===== src/rtl/if_fetch_buf_pkg.sv =====
// if_fetch_buf_pkg: shared constants and types for the instruction fetch buffer.
// Holds bus widths, enable/reset polarities, buffer depth and the {pc, inst} entry type.
// Optional feature macro used by the block: IF_FETCH_BUF_BYPASS_EN.
package if_fetch_buf_pkg;

  localparam int   INST_ADDR_W  = 32;
  localparam int   INST_W       = 32;
  localparam logic RST_ENABLE   = 1'b1;
  localparam logic CHIP_ENABLE  = 1'b1;
  localparam logic [INST_W-1:0] ZERO_WORD = '0;
  localparam int   IF_BUF_DEPTH = 4;
  localparam int   IF_BUF_PTR_W = 2;

  typedef logic [IF_BUF_PTR_W-1:0] buf_ptr_t;
  typedef logic [IF_BUF_PTR_W:0]   buf_cnt_t;  // 0..IF_BUF_DEPTH

  typedef struct packed {
    logic [INST_ADDR_W-1:0] pc;
    logic [INST_W-1:0]      inst;
  } fetch_ent_t;

endpackage


===== src/rtl/if_fetch_buf_if.sv =====
// if_fetch_buf_if: PC-stage, instruction-memory and decode-stage signals of the fetch buffer.
// slave modport: the fetch buffer; master modport: the surrounding pipeline / memory.
// Signals: pc, ce, flush, if_stall, inst_mem_addr/ce/rdata, id_valid/pc/inst, id_ready.
interface if_fetch_buf_if;
  import if_fetch_buf_pkg::*;

  logic [INST_ADDR_W-1:0] pc;
  logic                   ce;
  logic                   flush;
  logic                   if_stall;
  logic [INST_ADDR_W-1:0] inst_mem_addr;
  logic                   inst_mem_ce;
  logic [INST_W-1:0]      inst_mem_rdata;
  logic                   id_valid;
  logic [INST_ADDR_W-1:0] id_pc;
  logic [INST_W-1:0]      id_inst;
  logic                   id_ready;

  modport slave (
    input  pc, ce, flush, inst_mem_rdata, id_ready,
    output if_stall, inst_mem_addr, inst_mem_ce, id_valid, id_pc, id_inst
  );

  modport master (
    output pc, ce, flush, inst_mem_rdata, id_ready,
    input  if_stall, inst_mem_addr, inst_mem_ce, id_valid, id_pc, id_inst
  );

endinterface


===== src/rtl/if_buf_fifo.sv =====
// if_buf_fifo: 4-entry FIFO of fetched {pc, inst} pairs with flush.
// Ports: clk, rst, push_i/pop_i/flush_i, wr_dat_i in; rd_dat_o (head, zero when empty),
// full_o, empty_o, count_o out. Push when full and pop when empty are ignored.
module if_buf_fifo
  import if_fetch_buf_pkg::*;
(
  input  logic       clk,
  input  logic       rst,
  input  logic       push_i,
  input  logic       pop_i,
  input  logic       flush_i,
  input  fetch_ent_t wr_dat_i,
  output fetch_ent_t rd_dat_o,
  output logic       full_o,
  output logic       empty_o,
  output buf_cnt_t   count_o
);

  fetch_ent_t mem_q [IF_BUF_DEPTH];
  buf_ptr_t   wr_ptr_q, wr_ptr_d;
  buf_ptr_t   rd_ptr_q, rd_ptr_d;
  buf_cnt_t   count_q, count_d;
  logic       do_push, do_pop;

  assign full_o   = (count_q == buf_cnt_t'(IF_BUF_DEPTH));
  assign empty_o  = (count_q == '0);
  assign count_o  = count_q;
  assign do_push  = push_i && !full_o && !flush_i;
  assign do_pop   = pop_i && !empty_o && !flush_i;
  assign rd_dat_o = empty_o ? '0 : mem_q[rd_ptr_q];

  always_comb begin
    wr_ptr_d = wr_ptr_q;
    rd_ptr_d = rd_ptr_q;
    count_d  = count_q;
    if (flush_i) begin
      wr_ptr_d = '0;
      rd_ptr_d = '0;
      count_d  = '0;
    end else begin
      // Pointers are exactly log2(depth) wide, so the increment wraps 3 -> 0.
      if (do_push) wr_ptr_d = wr_ptr_q + buf_ptr_t'(1);
      if (do_pop)  rd_ptr_d = rd_ptr_q + buf_ptr_t'(1);
      case ({do_push, do_pop})
        2'b10:   count_d = count_q + buf_cnt_t'(1);
        2'b01:   count_d = count_q - buf_cnt_t'(1);
        default: count_d = count_q;
      endcase
    end
  end

  always_ff @(posedge clk) begin
    if (rst == RST_ENABLE) begin
      wr_ptr_q <= '0;
      rd_ptr_q <= '0;
      count_q  <= '0;
      for (int i = 0; i < IF_BUF_DEPTH; i++) begin
        mem_q[i] <= '0;
      end
    end else begin
      wr_ptr_q <= wr_ptr_d;
      rd_ptr_q <= rd_ptr_d;
      count_q  <= count_d;
      if (do_push) begin
        mem_q[wr_ptr_q] <= wr_dat_i;
      end
    end
  end

endmodule


===== src/rtl/if_fetch_buf.sv =====
// if_fetch_buf: decouples the PC stage from decode with a 4-deep buffer of fetched instructions.
// Ports: clk, rst (sync, active high) and bus (if_fetch_buf_if.slave). Requests are accepted
// only while buffered + in-flight < 4, so every one-cycle memory return always has room.
// Latency: pc accepted in N -> id_valid in N+2 (N+1 when IF_FETCH_BUF_BYPASS_EN is defined,
// which lets a return into an empty buffer be presented to decode in the same cycle).
module if_fetch_buf
  import if_fetch_buf_pkg::*;
(
  input  logic           clk,
  input  logic           rst,
  if_fetch_buf_if.slave  bus
);

  logic                   rst_act;
  logic                   ce_en;
  logic                   accept;
  logic [3:0]             outstanding;
  logic                   inflight_q, inflight_d;
  logic [INST_ADDR_W-1:0] req_pc_q, req_pc_d;
  logic                   ret_vld;
  fetch_ent_t             ret_ent;
  fetch_ent_t             head_ent;
  fetch_ent_t             out_ent;
  logic                   out_vld;
  logic                   fifo_push, fifo_pop;
  logic                   fifo_full, fifo_empty;
  buf_cnt_t               fifo_cnt;

  assign rst_act = (rst == RST_ENABLE);
  assign ce_en   = (bus.ce == CHIP_ENABLE);

  // Reserve a slot for the in-flight word at request time.
  assign outstanding = {1'b0, fifo_cnt} + 4'(inflight_q);
  assign accept      = !rst_act && ce_en && !bus.flush && (outstanding < 4'(IF_BUF_DEPTH));

  assign bus.inst_mem_addr = bus.pc;
  assign bus.inst_mem_ce   = accept;
  assign bus.if_stall      = !rst_act && ce_en && !accept;

  // Returning data is dropped in flush and reset cycles.
  assign ret_vld = inflight_q && !bus.flush && !rst_act;
  assign ret_ent = '{pc: req_pc_q, inst: bus.inst_mem_rdata};

`ifdef IF_FETCH_BUF_BYPASS_EN
  logic byp_vld;
  assign byp_vld   = ret_vld && fifo_empty;
  assign out_vld   = !fifo_empty || byp_vld;
  assign out_ent   = byp_vld ? ret_ent : head_ent;
  // A bypassed word taken by decode this cycle never enters the buffer.
  assign fifo_push = ret_vld && !fifo_full && !(byp_vld && bus.id_ready);
`else
  assign out_vld   = !fifo_empty;
  assign out_ent   = head_ent;
  assign fifo_push = ret_vld && !fifo_full;
`endif

  assign fifo_pop = !fifo_empty && bus.id_ready && !rst_act;

  assign bus.id_valid = !rst_act && out_vld;
  assign bus.id_pc    = bus.id_valid ? out_ent.pc   : ZERO_WORD;
  assign bus.id_inst  = bus.id_valid ? out_ent.inst : ZERO_WORD;

  always_comb begin
    inflight_d = accept;
    req_pc_d   = accept ? bus.pc : req_pc_q;
  end

  always_ff @(posedge clk) begin
    if (rst_act) begin
      inflight_q <= 1'b0;
      req_pc_q   <= '0;
    end else begin
      inflight_q <= inflight_d;
      req_pc_q   <= req_pc_d;
    end
  end

  if_buf_fifo u_fifo (
    .clk      (clk),
    .rst      (rst),
    .push_i   (fifo_push),
    .pop_i    (fifo_pop),
    .flush_i  (bus.flush),
    .wr_dat_i (ret_ent),
    .rd_dat_o (head_ent),
    .full_o   (fifo_full),
    .empty_o  (fifo_empty),
    .count_o  (fifo_cnt)
  );

endmodule

===== src/flat_wrapper.sv =====
// flat-port wrapper written by rule: the top's interface ports become plain ports
module if_fetch_buf_flat import if_fetch_buf_pkg::*;
  (clk, rst, bus_pc, bus_ce, bus_flush, bus_inst_mem_rdata, bus_id_ready, bus_if_stall, bus_inst_mem_addr, bus_inst_mem_ce, bus_id_valid, bus_id_pc, bus_id_inst);
  if_fetch_buf_if bus_i ();
  input  logic clk;
  input  logic rst;
  input wire logic [$bits(bus_i.pc)-1:0] bus_pc;
  input wire logic [$bits(bus_i.ce)-1:0] bus_ce;
  input wire logic [$bits(bus_i.flush)-1:0] bus_flush;
  input wire logic [$bits(bus_i.inst_mem_rdata)-1:0] bus_inst_mem_rdata;
  input wire logic [$bits(bus_i.id_ready)-1:0] bus_id_ready;
  output wire logic [$bits(bus_i.if_stall)-1:0] bus_if_stall;
  output wire logic [$bits(bus_i.inst_mem_addr)-1:0] bus_inst_mem_addr;
  output wire logic [$bits(bus_i.inst_mem_ce)-1:0] bus_inst_mem_ce;
  output wire logic [$bits(bus_i.id_valid)-1:0] bus_id_valid;
  output wire logic [$bits(bus_i.id_pc)-1:0] bus_id_pc;
  output wire logic [$bits(bus_i.id_inst)-1:0] bus_id_inst;
  assign bus_i.pc = bus_pc;
  assign bus_i.ce = bus_ce;
  assign bus_i.flush = bus_flush;
  assign bus_i.inst_mem_rdata = bus_inst_mem_rdata;
  assign bus_i.id_ready = bus_id_ready;
  assign bus_if_stall = bus_i.if_stall;
  assign bus_inst_mem_addr = bus_i.inst_mem_addr;
  assign bus_inst_mem_ce = bus_i.inst_mem_ce;
  assign bus_id_valid = bus_i.id_valid;
  assign bus_id_pc = bus_i.id_pc;
  assign bus_id_inst = bus_i.id_inst;
  if_fetch_buf u_core (.clk(clk), .rst(rst), .bus(bus_i));
endmodule

===== config.mk =====
export PLATFORM = sky130hd
export DESIGN_NAME = if_fetch_buf_flat
export DESIGN_NICKNAME = d
export VERILOG_FILES = /design/src/rtl/if_fetch_buf_pkg.sv /design/src/rtl/if_fetch_buf_if.sv /design/src/rtl/if_buf_fifo.sv /design/src/rtl/if_fetch_buf.sv /design/src/flat_wrapper.sv
export SDC_FILE = /design/constraint.sdc
export NUM_CORES = 1
export LEC_CHECK = 0
export BUFFER_PORTS_ARGS = -buffer_cell sky130_fd_sc_hd__buf_4
export CELL_PAD_IN_SITES_DETAIL_PLACEMENT = 0
export CELL_PAD_IN_SITES_GLOBAL_PLACEMENT = 1
export CORE_MARGIN = 3
export CORE_UTILIZATION = 40
export DETAILED_ROUTE_END_ITERATION = 10
export PLACE_DENSITY_LB_ADDON = 0.1
export SLEW_MARGIN = 5
export SYNTH_ARGS = -nofsm -noshare
export SYNTH_HDL_FRONTEND = slang
export SYNTH_SLANG_ARGS = --single-unit

===== constraint.sdc =====
create_clock -name clk -period 7.56 [get_ports clk]
set_input_delay 1.512 -clock clk [delete_from_list [all_inputs] [get_ports clk]]
set_output_delay 1.512 -clock clk [all_outputs]
set_load 0.02 [all_outputs]

==> flow_results.org <==
** Clock network
- Setup repair bufs after CTS :: 0
- Hold repair after CTS inserted 0 buffers.
- The H-tree generated during clock tree synthesis spans 2 levels.
- Clock edge transition at the registers on the reported setup and hold paths :: 0.06 ns
- Counting along the longest clock path gives a buffer depth of 3.
- Counting the buffers created by CTS gives 34.
- Root buf cell :: sky130_fd_sc_hd__clkbuf_16
- For this design, the sink count on the clock tree is 298.
- Clock tree from TritonCTS :: done
- For the worst-skew pair, the clock arrives at the later sink with an insertion delay of 0.50 ns.
- The number of gates resized after CTS was 0.

** Synth
- The portion of synthesized area spent on multiplexers is 0.111.
- Fraction of post-synthesis cell area in the top cell type by area :: 0.575
- Net count of the mapped netlist :: 998
- Of the synthesized area, sequential elements account for 0.637.
- Dominant register cell in the synthesized netlist :: sky130_fd_sc_hd__edfxtp_1
- Post-synthesis sequential element count :: 298
- Synthesized-area fraction occupied by adder cells :: 0.00243
- In this run the cell area of the synthesized design comes to 13400 um^2.
- Of the total synthesized cell area, the portion taken by AND, OR, NAND and NOR gates is 0.178.
- sky130_fd_sc_hd__edfxtp_1 takes more of the synthesized area than any other cell.
- The synthesized-area fraction occupied by ao, oa, aoi and oai cells is 0.0265.
- Top post-synthesis cells by count :: sky130_fd_sc_hd__and2_1 (320), sky130_fd_sc_hd__edfxtp_1 (256), sky130_fd_sc_hd__mux4_2 (64)
- Cell types occupying the most area after synthesis :: sky130_fd_sc_hd__edfxtp_1 (57%), sky130_fd_sc_hd__and2_1 (15%), sky130_fd_sc_hd__mux4_2 (11%)
- Mean post-synth cell area :: 14.4 um^2
- After synthesis, the largest family of logic cells by area is simple AND/OR/NAND/NOR gates.
- EDFF count, synth :: 256
- Of the total synthesized cell area, the portion taken by XOR and XNOR cells is 0.00131.
- Async set-or-reset flop fraction in the synthesized netlist :: 0
- After synthesis, the netlist uses 37 different library cells.
- Number of cells produced by synthesis :: 927
- By instance count, the leading cell after synthesis is sky130_fd_sc_hd__and2_1.
- Yosys warning total :: 0

** Routing
- After detailed routing, the average wire length per cell comes to 20.2 um.
- The first TritonRoute pass finished after 5 iterations.
- Across all layers, the routed design uses 7493 vias.
- Wire length after detailed routing :: 30.5 mm
- Post-route antenna net violation count :: 0
- Iter 0 DRT Violations :: 387
- In the routed layout, each cell is associated on average with a via count of 4.97.
- Number of remaining DRC errors :: 0

** STA
- Of the available clock period, the critical path in the final layout requires 0.671.
- The worst path needs 5.07 ns of the cycle, external delays included.
- Max Clock Freq :: 197 MHz
- The worst pin sits at a relative slew slack of 0.229.
- Total Negative Setup Slacks :: 0 ns
- The final number of max-transition violations came to 0.
- Worst Clk Skew :: 0.0155 ns
- Fin. Hold Viols :: 0
- At the pin with the least slew margin, the transition time is 1.16 ns.
- Total of endpoints with negative setup slack in the final report :: 0
- Unrepaired setup endpoints after global routing :: no
- Final hold analysis gives a worst-case slack of 0.448 ns.

** Global routing
- Summed over all layers, the global routing overflow is 0.
- Via count of the first global-routing pass :: 7838
- Largest net degree at the start of global routing :: 66
- Number of antenna violations at the first check in global routing :: 0
- Total routing usage reported by global routing :: 0.171
- The first global-routing pass estimated 46.6 mm of wire.

** Worst hold path
- The startpoint identified for the worst hold timing path is u_core.u_fifo.rd_ptr_q[1].
- The tightest min-delay check is of the flip-flop to flip-flop type.

** Final layout
- The area growth from synthesis to layout is 18.9%.
- Final core occ :: 0.485
- The number of antenna diodes in the final layout is 0.
- In the final layout, the share of cells above drive strength 1 is 0.285.
- Final-stage net count :: 1113

** Worst setup path
- Slowest Stage Delay on Critical Path :: 0.97 ns
- The cell family contributing the most delay on the critical path is simple AND/OR/NAND/NOR gates.
- STA classifies the critical path endpoint as a primary output.
- Crit path launch :: rst
- The number of buffers and inverters on the critical path is 2.
- The worst setup path is of the primary input to primary output kind.
- Of all nets on the critical path, the largest fanout is 45.
- At the worst endpoint, the required time is 6.05 ns.
- Walking the worst path, the cells encountered are buf_4 > or4b_1 > nor2_1 > nor3b_1 > buf_4.
- CP Data Arrival Time :: 3.56 ns
- Critical path's most frequent cell :: sky130_fd_sc_hd__buf_4
- Slowest library cell on the worst path :: sky130_fd_sc_hd__or4b_1
- Crit start category :: primary input
- The worst register-to-register path begins at u_core.u_fifo.count_o[2].

** Floorplan
- From left edge to right edge, the die measures 189 um.
- Measured along the y axis, the die boundary spans 189 um.
- Number of standard-cell rows in the floorplan :: 66
- For this configuration, the core starts out at a cell density of 0.408.
- The floorplan step defined a core boundary enclosing 32800 um^2.
- In this run the count of I/O pins placed on the die edge is 168.
- The die covers 35700 um^2.

** Power and ir drop
- Max rail drop VDD :: 115 uV
- Leakage power summed over all cells :: 5.95 nW
- Power Density :: 230 nW/um^2

** Outcome
- Status :: finished, final reports clean

** Placed design
- The wire-length estimate of the detail-placed layout is 16.3 mm.
- The congestion estimate from routability-driven global placement came to 0.700.
- Number of buffers inserted by port buffering :: 167

** Flow run
- Max-cap check violation count :: 0
[cell type report]
type,instances,area (um^2)
timing repair buffer,180,1370
clock inverter,8,116
tap,442,553
multi-input combinational,524,4320
sequential,298,8540
clock buffer,53,993
fill,2910,16900
inverter,4,15.0
[layout by cell type (no fill, tap or decap), types with 3 or more instances in the layout]
| master | instances |
|---|---|
| sky130_fd_sc_hd__and2_1 | 320 |
| sky130_fd_sc_hd__edfxtp_1 | 256 |
| sky130_fd_sc_hd__buf_4 | 179 |
| sky130_fd_sc_hd__mux4_2 | 64 |
| sky130_fd_sc_hd__dfxtp_1 | 40 |
| sky130_fd_sc_hd__clkbuf_16 | 35 |
| sky130_fd_sc_hd__nand3_1 | 33 |
| sky130_fd_sc_hd__a21oi_1 | 33 |
| sky130_fd_sc_hd__o21ai_0 | 28 |
| sky130_fd_sc_hd__clkbuf_1 | 13 |
| sky130_fd_sc_hd__nor2_1 | 5 |
| sky130_fd_sc_hd__o21ai_1 | 5 |
| sky130_fd_sc_hd__clkbuf_8 | 5 |
| sky130_fd_sc_hd__inv_1 | 4 |
| sky130_fd_sc_hd__nand2_1 | 4 |
| sky130_fd_sc_hd__mux2i_1 | 4 |
| sky130_fd_sc_hd__or2_4 | 3 |
| sky130_fd_sc_hd__bufinv_16 | 3 |
[worst register-to-register path, cell delays in order, from the launching register on]
cell and delay, ns:
sky130_fd_sc_hd__dfxtp_1 0.45, sky130_fd_sc_hd__nor3b_2 0.62, sky130_fd_sc_hd__nor2_4 0.08, sky130_fd_sc_hd__inv_1 0.14, sky130_fd_sc_hd__o22a_4 0.21, sky130_fd_sc_hd__buf_4 0.77
[cell families after synthesis]
| group | Yosys count |
|---|---|
| and+or+nand+nor | 383 |
| AOI/OAI and AO/OA | 69 |
| buffers and inverters | 105 |
| muxes | 68 |
| xor gates and xnor gates | 2 |
| adders and majority gates | 2 |
| DFF | 298 |
[sequential cells by signal (all words and copies together), names as in the netlist, named ones only]
signal                  count
u_core.u_fifo.mem_q       256
u_core.req_pc_q            32
u_core.u_fifo.count_o       3
u_core.u_fifo.rd_ptr_q      2
u_core.u_fifo.wr_ptr_q      2
u_core.inflight_q           1
[stage by stage]
| step | setup slack (ns) | cells | power [mW] | area (um^2) |
|---|---|---|---|---|
| floorplan | 3.25 | 927 | 1.97 | 13400 |
| detailed placement | 2.48 | 1447 | 2.06 | 14800 |
| global route | 2.29 | 1509 | 3.78 | 15900 |
| finish | 2.49 | 1509 | 3.65 | 15900 |
| global placement | 2.45 | 1447 | 2.06 | 14800 |
| CTS | 2.46 | 1508 | 3.70 | 15900 |
[worst paths after layout]
path,slack (ns),cells after the start,to
setup reg to reg,4.84,5,u_core.u_fifo.mem_q[3][42]
hold reg to reg,0.45,1,flip-flop
hold / removal,0.45,1,flip-flop
setup / recovery,2.49,5,bus_if_stall
[routing by layer]
metal / GRT usage / vias up / share of wire
li1: - / 3546 / -
met1: 0.232 / 3729 / 0.44
met2: 0.293 / 181 / 0.49
met3: 0.0283 / 37 / 0.048
met4: 0.0355 / 0 / 0.014
met5: 0 / - / 0
[power breakdown]
| part | leakage, nW | switching (mW) | internal [mW] | total [mW] |
|---|---|---|---|---|
| sequential | 2.99 | 0.0189 | 1.84 | 1.86 |
| combinational | 2.41 | 0.0941 | 0.0664 | 0.160 |
| clock | 0.540 | 0.628 | 1.01 | 1.63 |
| total | 5.95 | 0.741 | 2.91 | 3.65 |
Power figures use the tool's default switching activity.
